[config.mk]
export PLATFORM = sky130hd
export DESIGN_NAME = alu_sequencer_flat
export DESIGN_NICKNAME = d
export VERILOG_FILES = /design/src/rtl/alu_sequencer_if.sv /design/src/rtl/alu_sequencer.sv /design/src/flat_wrapper.sv
export SDC_FILE = /design/constraint.sdc
export NUM_CORES = 1
export LEC_CHECK = 0
export ABC_CLOCK_PERIOD_IN_PS = 3650
export CORE_MARGIN = 3
export CORE_UTILIZATION = 35
export CTS_CLUSTER_SIZE = 40
export DETAILED_ROUTE_END_ITERATION = 7
export GPL_ROUTABILITY_DRIVEN = 0
export PLACE_DENSITY = 0.68
export SLEW_MARGIN = 20
export SYNTH_ARGS = -nofsm -noshare
export SYNTH_HDL_FRONTEND = slang
export SYNTH_SLANG_ARGS = --single-unit
[constraint.sdc]
create_clock -name clk -period 3.65 [get_ports clk]
set_input_delay 0.365 -clock clk [delete_from_list [all_inputs] [get_ports clk]]
set_output_delay 0.365 -clock clk [all_outputs]
set_load 0.01 [all_outputs]
[src/rtl/alu_sequencer_if.sv]
// Command, ALU and writeback bundle for the ALU issue sequencer.
// The slave side is the sequencer. The master side is everything around it:
// the decode stage that issues commands, the combinational ALU that returns
// alu_out, and the writeback consumer.
interface alu_sequencer_if #(
    parameter int DATA_W = 16,
    parameter int RD_W   = 3,
    parameter int IMM_W  = 6
);
    logic              cmd_valid;
    logic              cmd_ready;
    logic [3:0]        cmd_opcode;
    logic [RD_W-1:0]   cmd_rd;
    logic [DATA_W-1:0] cmd_a;
    logic [DATA_W-1:0] cmd_b;
    logic [IMM_W-1:0]  cmd_imm;

    logic [DATA_W-1:0] alu_a;
    logic [DATA_W-1:0] alu_b;
    logic [2:0]        alu_op;
    logic [DATA_W-1:0] alu_out;

    logic              wb_valid;
    logic              wb_ready;
    logic [RD_W-1:0]   wb_rd;
    logic [DATA_W-1:0] wb_data;
    logic              wb_we;
    logic              wb_err;
    logic              branch_taken;
    logic              flag_z;

    modport master (
        output cmd_valid, cmd_opcode, cmd_rd, cmd_a, cmd_b, cmd_imm,
        output alu_out, wb_ready,
        input  cmd_ready, alu_a, alu_b, alu_op,
        input  wb_valid, wb_rd, wb_data, wb_we, wb_err, branch_taken, flag_z
    );

    modport slave (
        input  cmd_valid, cmd_opcode, cmd_rd, cmd_a, cmd_b, cmd_imm,
        input  alu_out, wb_ready,
        output cmd_ready, alu_a, alu_b, alu_op,
        output wb_valid, wb_rd, wb_data, wb_we, wb_err, branch_taken, flag_z
    );
endinterface

[src/rtl/alu_sequencer.sv]
// Issue-side controller for the 16-bit ALU.
// A command is accepted in IDLE, its opcode is mapped onto the ALU inputs,
// and the ALU result is captured one cycle later (EXEC). The result is then
// held as a writeback record until the consumer takes it (WB).
module alu_sequencer #(
    parameter int DATA_W = 16,
    parameter int RD_W   = 3,
    parameter int IMM_W  = 6
) (
    input logic         clk,
    input logic         rst_n,
    alu_sequencer_if.slave bus
);
    localparam logic [2:0] OP_ADD  = 3'd0;
    localparam logic [2:0] OP_SUB  = 3'd1;
    localparam logic [2:0] OP_PASS = 3'd6;

    typedef enum logic [1:0] {IDLE, EXEC, WB} state_t;

    state_t state_reg, state_next;
    logic   ready;
    logic   accept;
    logic   capture;
    logic   release_wb;

    // Decoded view of the command currently on the input port.
    logic [DATA_W-1:0] imm_sext;
    logic [DATA_W-1:0] dec_a, dec_b;
    logic [2:0]        dec_op;
    logic              dec_we, dec_err, dec_beq;

    // Per-command state, held from accept until the EXEC capture.
    logic [DATA_W-1:0] alu_a_reg, alu_b_reg;
    logic [2:0]        alu_op_reg;
    logic [RD_W-1:0]   rd_reg;
    logic              we_reg, err_reg, beq_reg;

    // Writeback record.
    logic              wb_valid_reg;
    logic [RD_W-1:0]   wb_rd_reg;
    logic [DATA_W-1:0] wb_data_reg;
    logic              wb_we_reg, wb_err_reg, branch_taken_reg, flag_z_reg;

    // The zero test is made here rather than relying on an ALU zero output.
    logic              result_zero;

    assign imm_sext    = {{(DATA_W-IMM_W){bus.cmd_imm[IMM_W-1]}}, bus.cmd_imm};
    assign result_zero = (bus.alu_out == '0);

    // Map the opcode onto the ALU operands, the ALU op and the record class.
    always_comb begin
        dec_a   = bus.cmd_a;
        dec_b   = bus.cmd_b;
        dec_op  = bus.cmd_opcode[2:0];
        dec_we  = 1'b1;
        dec_err = 1'b0;
        dec_beq = 1'b0;
        case (bus.cmd_opcode)
            4'd8: begin
                dec_b  = imm_sext;
                dec_op = OP_ADD;
            end
            4'd9: begin
                dec_b  = imm_sext;
                dec_op = OP_SUB;
            end
            4'd10: begin
                dec_a  = imm_sext;
                dec_b  = '0;
                dec_op = OP_PASS;
            end
            4'd11: begin
                dec_op  = OP_SUB;
                dec_we  = 1'b0;
                dec_beq = 1'b1;
            end
            4'd12: begin
                dec_op = OP_SUB;
                dec_we = 1'b0;
            end
            4'd13, 4'd14, 4'd15: begin
                // Illegal: park the ALU on a harmless pass of A. The record
                // still completes so the issuer always sees a response.
                dec_b   = '0;
                dec_op  = OP_PASS;
                dec_we  = 1'b0;
                dec_err = 1'b1;
            end
            default: ;
        endcase
    end

    // State register.
    always_ff @(posedge clk or negedge rst_n) begin
        if (!rst_n) state_reg <= IDLE;
        else        state_reg <= state_next;
    end

    // Next state and the strobes that step the datapath.
    always_comb begin
        state_next = state_reg;
        ready      = 1'b0;
        accept     = 1'b0;
        capture    = 1'b0;
        release_wb = 1'b0;
        case (state_reg)
            IDLE: begin
                ready = 1'b1;
                if (bus.cmd_valid) begin
                    accept     = 1'b1;
                    state_next = EXEC;
                end
            end
            EXEC: begin
                capture    = 1'b1;
                state_next = WB;
            end
            WB: begin
                if (bus.wb_ready) begin
                    release_wb = 1'b1;
                    state_next = IDLE;
                end
            end
            default: state_next = IDLE;
        endcase
    end

    // Latch the decoded command at accept; the ALU inputs stay put through EXEC.
    always_ff @(posedge clk or negedge rst_n) begin
        if (!rst_n) begin
            alu_a_reg  <= '0;
            alu_b_reg  <= '0;
            alu_op_reg <= '0;
            rd_reg     <= '0;
            we_reg     <= 1'b0;
            err_reg    <= 1'b0;
            beq_reg    <= 1'b0;
        end else if (accept) begin
            alu_a_reg  <= dec_a;
            alu_b_reg  <= dec_b;
            alu_op_reg <= dec_op;
            rd_reg     <= bus.cmd_rd;
            we_reg     <= dec_we;
            err_reg    <= dec_err;
            beq_reg    <= dec_beq;
        end
    end

    // Capture the ALU result into the writeback record and hold it until taken.
    always_ff @(posedge clk or negedge rst_n) begin
        if (!rst_n) begin
            wb_valid_reg     <= 1'b0;
            wb_rd_reg        <= '0;
            wb_data_reg      <= '0;
            wb_we_reg        <= 1'b0;
            wb_err_reg       <= 1'b0;
            branch_taken_reg <= 1'b0;
            flag_z_reg       <= 1'b0;
        end else if (capture) begin
            wb_valid_reg     <= 1'b1;
            wb_rd_reg        <= rd_reg;
            wb_data_reg      <= bus.alu_out;
            wb_we_reg        <= we_reg;
            wb_err_reg       <= err_reg;
            branch_taken_reg <= beq_reg && result_zero;
            if (!err_reg) flag_z_reg <= result_zero;
        end else if (release_wb) begin
            wb_valid_reg <= 1'b0;
        end
    end

    assign bus.cmd_ready    = ready;
    assign bus.alu_a        = alu_a_reg;
    assign bus.alu_b        = alu_b_reg;
    assign bus.alu_op       = alu_op_reg;
    assign bus.wb_valid     = wb_valid_reg;
    assign bus.wb_rd        = wb_rd_reg;
    assign bus.wb_data      = wb_data_reg;
    assign bus.wb_we        = wb_we_reg;
    assign bus.wb_err       = wb_err_reg;
    assign bus.branch_taken = branch_taken_reg;
    assign bus.flag_z       = flag_z_reg;
endmodule

[src/flat_wrapper.sv]
// flat-port wrapper written by rule: the top's interface ports become plain ports
module alu_sequencer_flat 
#(
    parameter int DATA_W = 16,
    parameter int RD_W   = 3,
    parameter int IMM_W  = 6
)
  (clk, rst_n, bus_cmd_valid, bus_cmd_opcode, bus_cmd_rd, bus_cmd_a, bus_cmd_b, bus_cmd_imm, bus_alu_out, bus_wb_ready, bus_cmd_ready, bus_alu_a, bus_alu_b, bus_alu_op, bus_wb_valid, bus_wb_rd, bus_wb_data, bus_wb_we, bus_wb_err, bus_branch_taken, bus_flag_z);
  alu_sequencer_if #(.DATA_W(DATA_W), .RD_W(RD_W), .IMM_W(IMM_W)) bus_i ();
  input logic clk;
  input logic rst_n;
  input wire logic [$bits(bus_i.cmd_valid)-1:0] bus_cmd_valid;
  input wire logic [$bits(bus_i.cmd_opcode)-1:0] bus_cmd_opcode;
  input wire logic [$bits(bus_i.cmd_rd)-1:0] bus_cmd_rd;
  input wire logic [$bits(bus_i.cmd_a)-1:0] bus_cmd_a;
  input wire logic [$bits(bus_i.cmd_b)-1:0] bus_cmd_b;
  input wire logic [$bits(bus_i.cmd_imm)-1:0] bus_cmd_imm;
  input wire logic [$bits(bus_i.alu_out)-1:0] bus_alu_out;
  input wire logic [$bits(bus_i.wb_ready)-1:0] bus_wb_ready;
  output wire logic [$bits(bus_i.cmd_ready)-1:0] bus_cmd_ready;
  output wire logic [$bits(bus_i.alu_a)-1:0] bus_alu_a;
  output wire logic [$bits(bus_i.alu_b)-1:0] bus_alu_b;
  output wire logic [$bits(bus_i.alu_op)-1:0] bus_alu_op;
  output wire logic [$bits(bus_i.wb_valid)-1:0] bus_wb_valid;
  output wire logic [$bits(bus_i.wb_rd)-1:0] bus_wb_rd;
  output wire logic [$bits(bus_i.wb_data)-1:0] bus_wb_data;
  output wire logic [$bits(bus_i.wb_we)-1:0] bus_wb_we;
  output wire logic [$bits(bus_i.wb_err)-1:0] bus_wb_err;
  output wire logic [$bits(bus_i.branch_taken)-1:0] bus_branch_taken;
  output wire logic [$bits(bus_i.flag_z)-1:0] bus_flag_z;
  assign bus_i.cmd_valid = bus_cmd_valid;
  assign bus_i.cmd_opcode = bus_cmd_opcode;
  assign bus_i.cmd_rd = bus_cmd_rd;
  assign bus_i.cmd_a = bus_cmd_a;
  assign bus_i.cmd_b = bus_cmd_b;
  assign bus_i.cmd_imm = bus_cmd_imm;
  assign bus_i.alu_out = bus_alu_out;
  assign bus_i.wb_ready = bus_wb_ready;
  assign bus_cmd_ready = bus_i.cmd_ready;
  assign bus_alu_a = bus_i.alu_a;
  assign bus_alu_b = bus_i.alu_b;
  assign bus_alu_op = bus_i.alu_op;
  assign bus_wb_valid = bus_i.wb_valid;
  assign bus_wb_rd = bus_i.wb_rd;
  assign bus_wb_data = bus_i.wb_data;
  assign bus_wb_we = bus_i.wb_we;
  assign bus_wb_err = bus_i.wb_err;
  assign bus_branch_taken = bus_i.branch_taken;
  assign bus_flag_z = bus_i.flag_z;
  alu_sequencer #(.DATA_W(DATA_W), .RD_W(RD_W), .IMM_W(IMM_W)) u_core (.clk(clk), .rst_n(rst_n), .bus(bus_i));
endmodule
# After elaboration in Yosys (flattened, before gate mapping)

Cells that the tools add are included.

Eq/ne operators: 12
Multiplexer cells: 17
Bitwise gates (word level): 1
Reductions and logical operators: 11

Operators with widths:

| kind                                                | count |
|---|---|
| equality test 4 bit, second input constant          | 8 |
| one-hot mux 16 bit (2 select lines)                 | 1 |
| zero test 16 bit                                    | 1 |
| 2-to-1 mux 16 bit                                   | 1 |
| 2-to-1 mux 1 bit                                    | 11 |
| one-hot mux 3 bit (3 select lines)                  | 1 |
| one-hot mux 2 bit (3 select lines)                  | 1 |
| OR reduction 3 bit                                  | 2 |
| OR reduction 5 bit                                  | 1 |
| 2-to-1 mux 2 bit                                    | 2 |
| inequality test 2 bit, second input constant        | 2 |
| AND reduction 2 bit                                 | 2 |
| OR reduction 4 bit                                  | 1 |
| equality test 2 x 1 -> 1 bit, second input constant | 1 |
| equality test 2 bit, second input constant          | 1 |
| zero test 2 bit                                     | 1 |
| nonzero test 2 bit                                  | 1 |
| OR reduction 2 bit                                  | 1 |
| logical AND 1 bit                                   | 1 |
| inverter 1 bit                                      | 1 |

Input bits: 65
Flip-flop bits (word level): 67

# Longest topological paths before layout

Depth in word-level cells: 4
Depth in mapped cells: 6
Depth with buffers taken out: 4

# Worst setup path before layout

Ideal clock, no wire load.

Kind: in2reg
From: in bus_cmd_opcode[1]
To: reg u_core.alu_b_reg[0] (netlist: u_core.bus.alu_b[0])
Stages: 6
Library setup time: 0.080 ns
Arrival: 1.416 ns
Required time: 3.570 ns
Path slack: 2.154 ns
Cells stage by stage: buf_4 or3b_1 and3_1 buf_6 buf_12 o211ai_2

Word-level cells in the longest chain between the ends: 3

Ends and longest elaborated chain:

| what                                                               | line                 | text |
|---|---|---|
| start: declaration                                                 | flat_wrapper.sv:13   | `input wire logic [$bits(bus_i.cmd_opcode)-1:0] bus_cmd_opcode;` |
| equality test 4 bit                                                | alu_sequencer.sv:58  | `case (bus.cmd_opcode)` |
| OR reduction 4 bit (no line) or OR reduction 2 bit (tied branches) | n/a                  |  |
| one-hot mux 16 bit (2 select lines) (*)                            | alu_sequencer.sv:58  |  |
| end signal: assignment                                             | alu_sequencer.sv:132 | `alu_b_reg <= '0;` |
| end signal: assignment                                             | alu_sequencer.sv:140 | `alu_b_reg <= dec_b;` |
| end: declaration                                                   | alu_sequencer.sv:33  | `logic [DATA_W-1:0] alu_a_reg, alu_b_reg;` |

Every way passes the cells marked *; elsewhere a longest branch is shown, timed or not.
A chain may end at the register's enable or synchronous reset.

# Final worst setup path

From: in bus_cmd_valid
To: reg u_core.alu_b_reg[15] (netlist: u_core.bus.alu_b[15])

Word-level cells in the longest chain between the ends: 2

Ends and longest elaborated chain:

| what               | line                 | text |
|---|---|---|
| start: declaration | flat_wrapper.sv:12   | `input wire logic [$bits(bus_i.cmd_valid)-1:0] bus_cmd_valid;` |
| 2-to-1 mux 1 bit   | alu_sequencer.sv:109 | `if (bus.cmd_valid) begin` |
| 2-to-1 mux 1 bit   | alu_sequencer.sv:106 | `case (state_reg)` |

No other way between the ends.

==> impl_metrics.toml <==
[timing]
tightest_slew_ns = 0.842
period_minus_slack_ns = 2.37
fin_crit_sh_pct = 65.0
report.final.setup_viol = 0
fin_skew_ns = 0.00437
final.setup.tns_ns = 0
hold_violations = 0
rsz0062_at_grt = "false"
fmax_mhz = 421
report.final.slew_viol_count = 0
slew_headroom_pct = 43.9

[pwr]
ir_worst_vdd_uv = 332
p_leak_nw = 1.91
power_density_mw_per_mm2 = 767
total_power_mw = 3.36

[floorplanning]
die-area_mm2 = 0.00957
floorplan.rows = 32
io_pins = 125
coreArea_mm2 = 0.00797
initial_core_util_pct = 37.0
fp.dieH_um = 97.8
die_x_um = 97.8

[status]
status = "finished clean"

[critical_path]
worstPathArrival_ns = 2.62
critPathCaptureType = "register"
start_kind = "input pin"
crit_required_ns = 3.89
crit_fanout = 40
crit_type = "in -> reg"

[detailed_routing]
final_antenna_net_count = 0
post_drt_wl_per_cell_um = 15.4
drtIter0Drc = 70
drt-pass1-iter-count = 4
drt-total-wl_um = 7610
vias = 2429
route.detailed.drc = 0
vias_per_cell = 4.92

[logic_synthesis]
synth_area_mm2 = 0.00295
ys_seq_area_share_pct = 56.8
synth_cells = 267
synth_edf_count = 0
yosysTopAreaCellShare_pct = 56.8
synth_top_cell_by_area = "dfrtp_1"
syn_avg_cell_area_um2 = 11.0
synthArstFlopShare_pct = 100
syn-num-nets = 332
synthFlopType = "dfrtp_1"
synth.ff_latch_count = 67
ys_warn_count = 0
synthTopCellsByArea = "dfrtp_1 57%, nand2_1 8.4%, mux2_2 8.0%"
yosysUniqueCellTypes = 30

[clock_network]
h-tree-depth = 3
cts_hold_buf = 0
clock_sinks = 67
cts.repair.resized = 0
cts_setup_buffers = 0
numCtsBuffers = 9
clk_path_buf_depth = 2
clk_latency_ns = 0.33
cts_tree = "done"
root_buffer = "clkbuf_8"
clk_pin_slew_worst_paths_ns = 0.07

[finish]
drive_above_1_share_pct = 14.5
nets = 453
areaGrowthSynthToFinish_pct = 48.6
final_common_cell = "clkdlybuf4s50_1"
num_antenna_cells = 0
final_cell_mix = "123 x clkdlybuf4s50_1, 67 x dfrtp_1, 66 x nand2_1"

[grt]
antenna_found_initial = 0
grt_pass1_vias = 2536
grt_pass1_wl_um = 12900
grt_max_degree = 43
grt_remaining_overflow = 0
grt_usage_pct = 16.7

[place]
numPortBuffers = 124
dp_hpwl_um = 5490

[job]
cap_viol_max_count = 0

[worst_hold_path]
holdCritPathClass = "in -> async"
power by group:
group | leakage, nW | total, mW | internal (mW) | switching (mW)
clock network | 0.0839 | 0.532 | 0.257 | 0.274
registers | 0.810 | 1.30 | 1.10 | 0.202
logic | 1.02 | 1.53 | 0.891 | 0.643
cells by family (layout without fill, tap and decap cells):
group                  after synthesis  in the layout  synth area share, %
AOI/OAI and AO/OA                   45             45                 11.9
and+or+nand+nor                    102            102                 15.1
DFF                                 67             67                 56.8
buffers and inverters               24            149                 5.43
muxes                               29             29                 10.7
cell usage after synthesis, types with 2 or more instances:
| library cell | count |
|---|---|
| o21ai_0 | 11 |
| o211ai_2 | 12 |
| inv_1 | 4 |
| buf_2 | 7 |
| clkbuf_1 | 2 |
| o211ai_1 | 4 |
| a31oi_1 | 12 |
| nor2_1 | 14 |
| nand2b_1 | 2 |
| o31ai_1 | 3 |
| nand2_1 | 66 |
| dfrtp_1 | 67 |
| buf_4 | 8 |
| buf_6 | 2 |
| a21oi_1 | 2 |
| mux2_2 | 21 |
| mux2i_1 | 8 |
| or3b_1 | 2 |
| nand3_1 | 6 |
| nor4_1 | 4 |
worst paths after layout:
kind,start,end,slack (ns),depth (start not counted)
max,bus_cmd_valid,u_core.bus.alu_b[15]$_DFFE_PN0P_,1.28,7
min,rst_n,u_core.bus.wb_data[15]$_DFFE_PN0P_,0.01,1
max reg2reg,u_core.state_reg[0]$_DFFE_PN0P_,u_core.bus.alu_b[15]$_DFFE_PN0P_,1.30,6
min reg2reg,u_core.rd_reg[0]$_DFFE_PN0P_,u_core.rd_reg[0]$_DFFE_PN0P_,0.47,2
max in group asynchronous,rst_n,u_core.bus.alu_b[7]$_DFFE_PN0P_,2.68,2
min in group clk,u_core.rd_reg[0]$_DFFE_PN0P_,u_core.rd_reg[0]$_DFFE_PN0P_,0.47,2
cell type report:
class / count / area [µm²]
well taps: 102 / 128
fillers: 734 / 3580
clock buffers: 10 / 138
clock inverters: 5 / 30.0
repair buffers: 130 / 1280
flip-flops and latches: 67 / 1680
multi-input cells: 176 / 1120
inverters: 4 / 15.0
metal layers:
layer  track usage (%)  part of all wire (%)  vias up
li1                  -                     -     1165
met2              24.3                    44      112
met5                 0                     0        -
met3              5.50                   8.1        9
met1              23.3                    46     1143
met4              5.96                   1.1        0
per-stage QoR:
stage | std cells | hold WS (ns) | area, µm² | utilization (%) | setup WS [ns]
after global placement | 479 | 0.386 | 4210 | 52.9 | 1.00
final | 494 | 0.0118 | 4380 | 55.0 | 1.28
after global routing | 494 | 0.0512 | 4380 | 55.0 | 1.09
after detailed placement | 479 | 0.390 | 4210 | 52.9 | 0.972
after CTS | 494 | 0.0206 | 4380 | 55.0 | 1.26
after floorplan | 267 | 0.0694 | 2950 | - | 2.15
worst max-delay path: stages:
cell,delay [ns]
clkdlybuf4s50_1,0.47
or3b_1,0.35
buf_4,0.26
inv_1,0.11
buf_4,0.26
nand3_1,0.54
o211ai_2,0.23
Note: power is estimated with default switching activity, not from simulation.
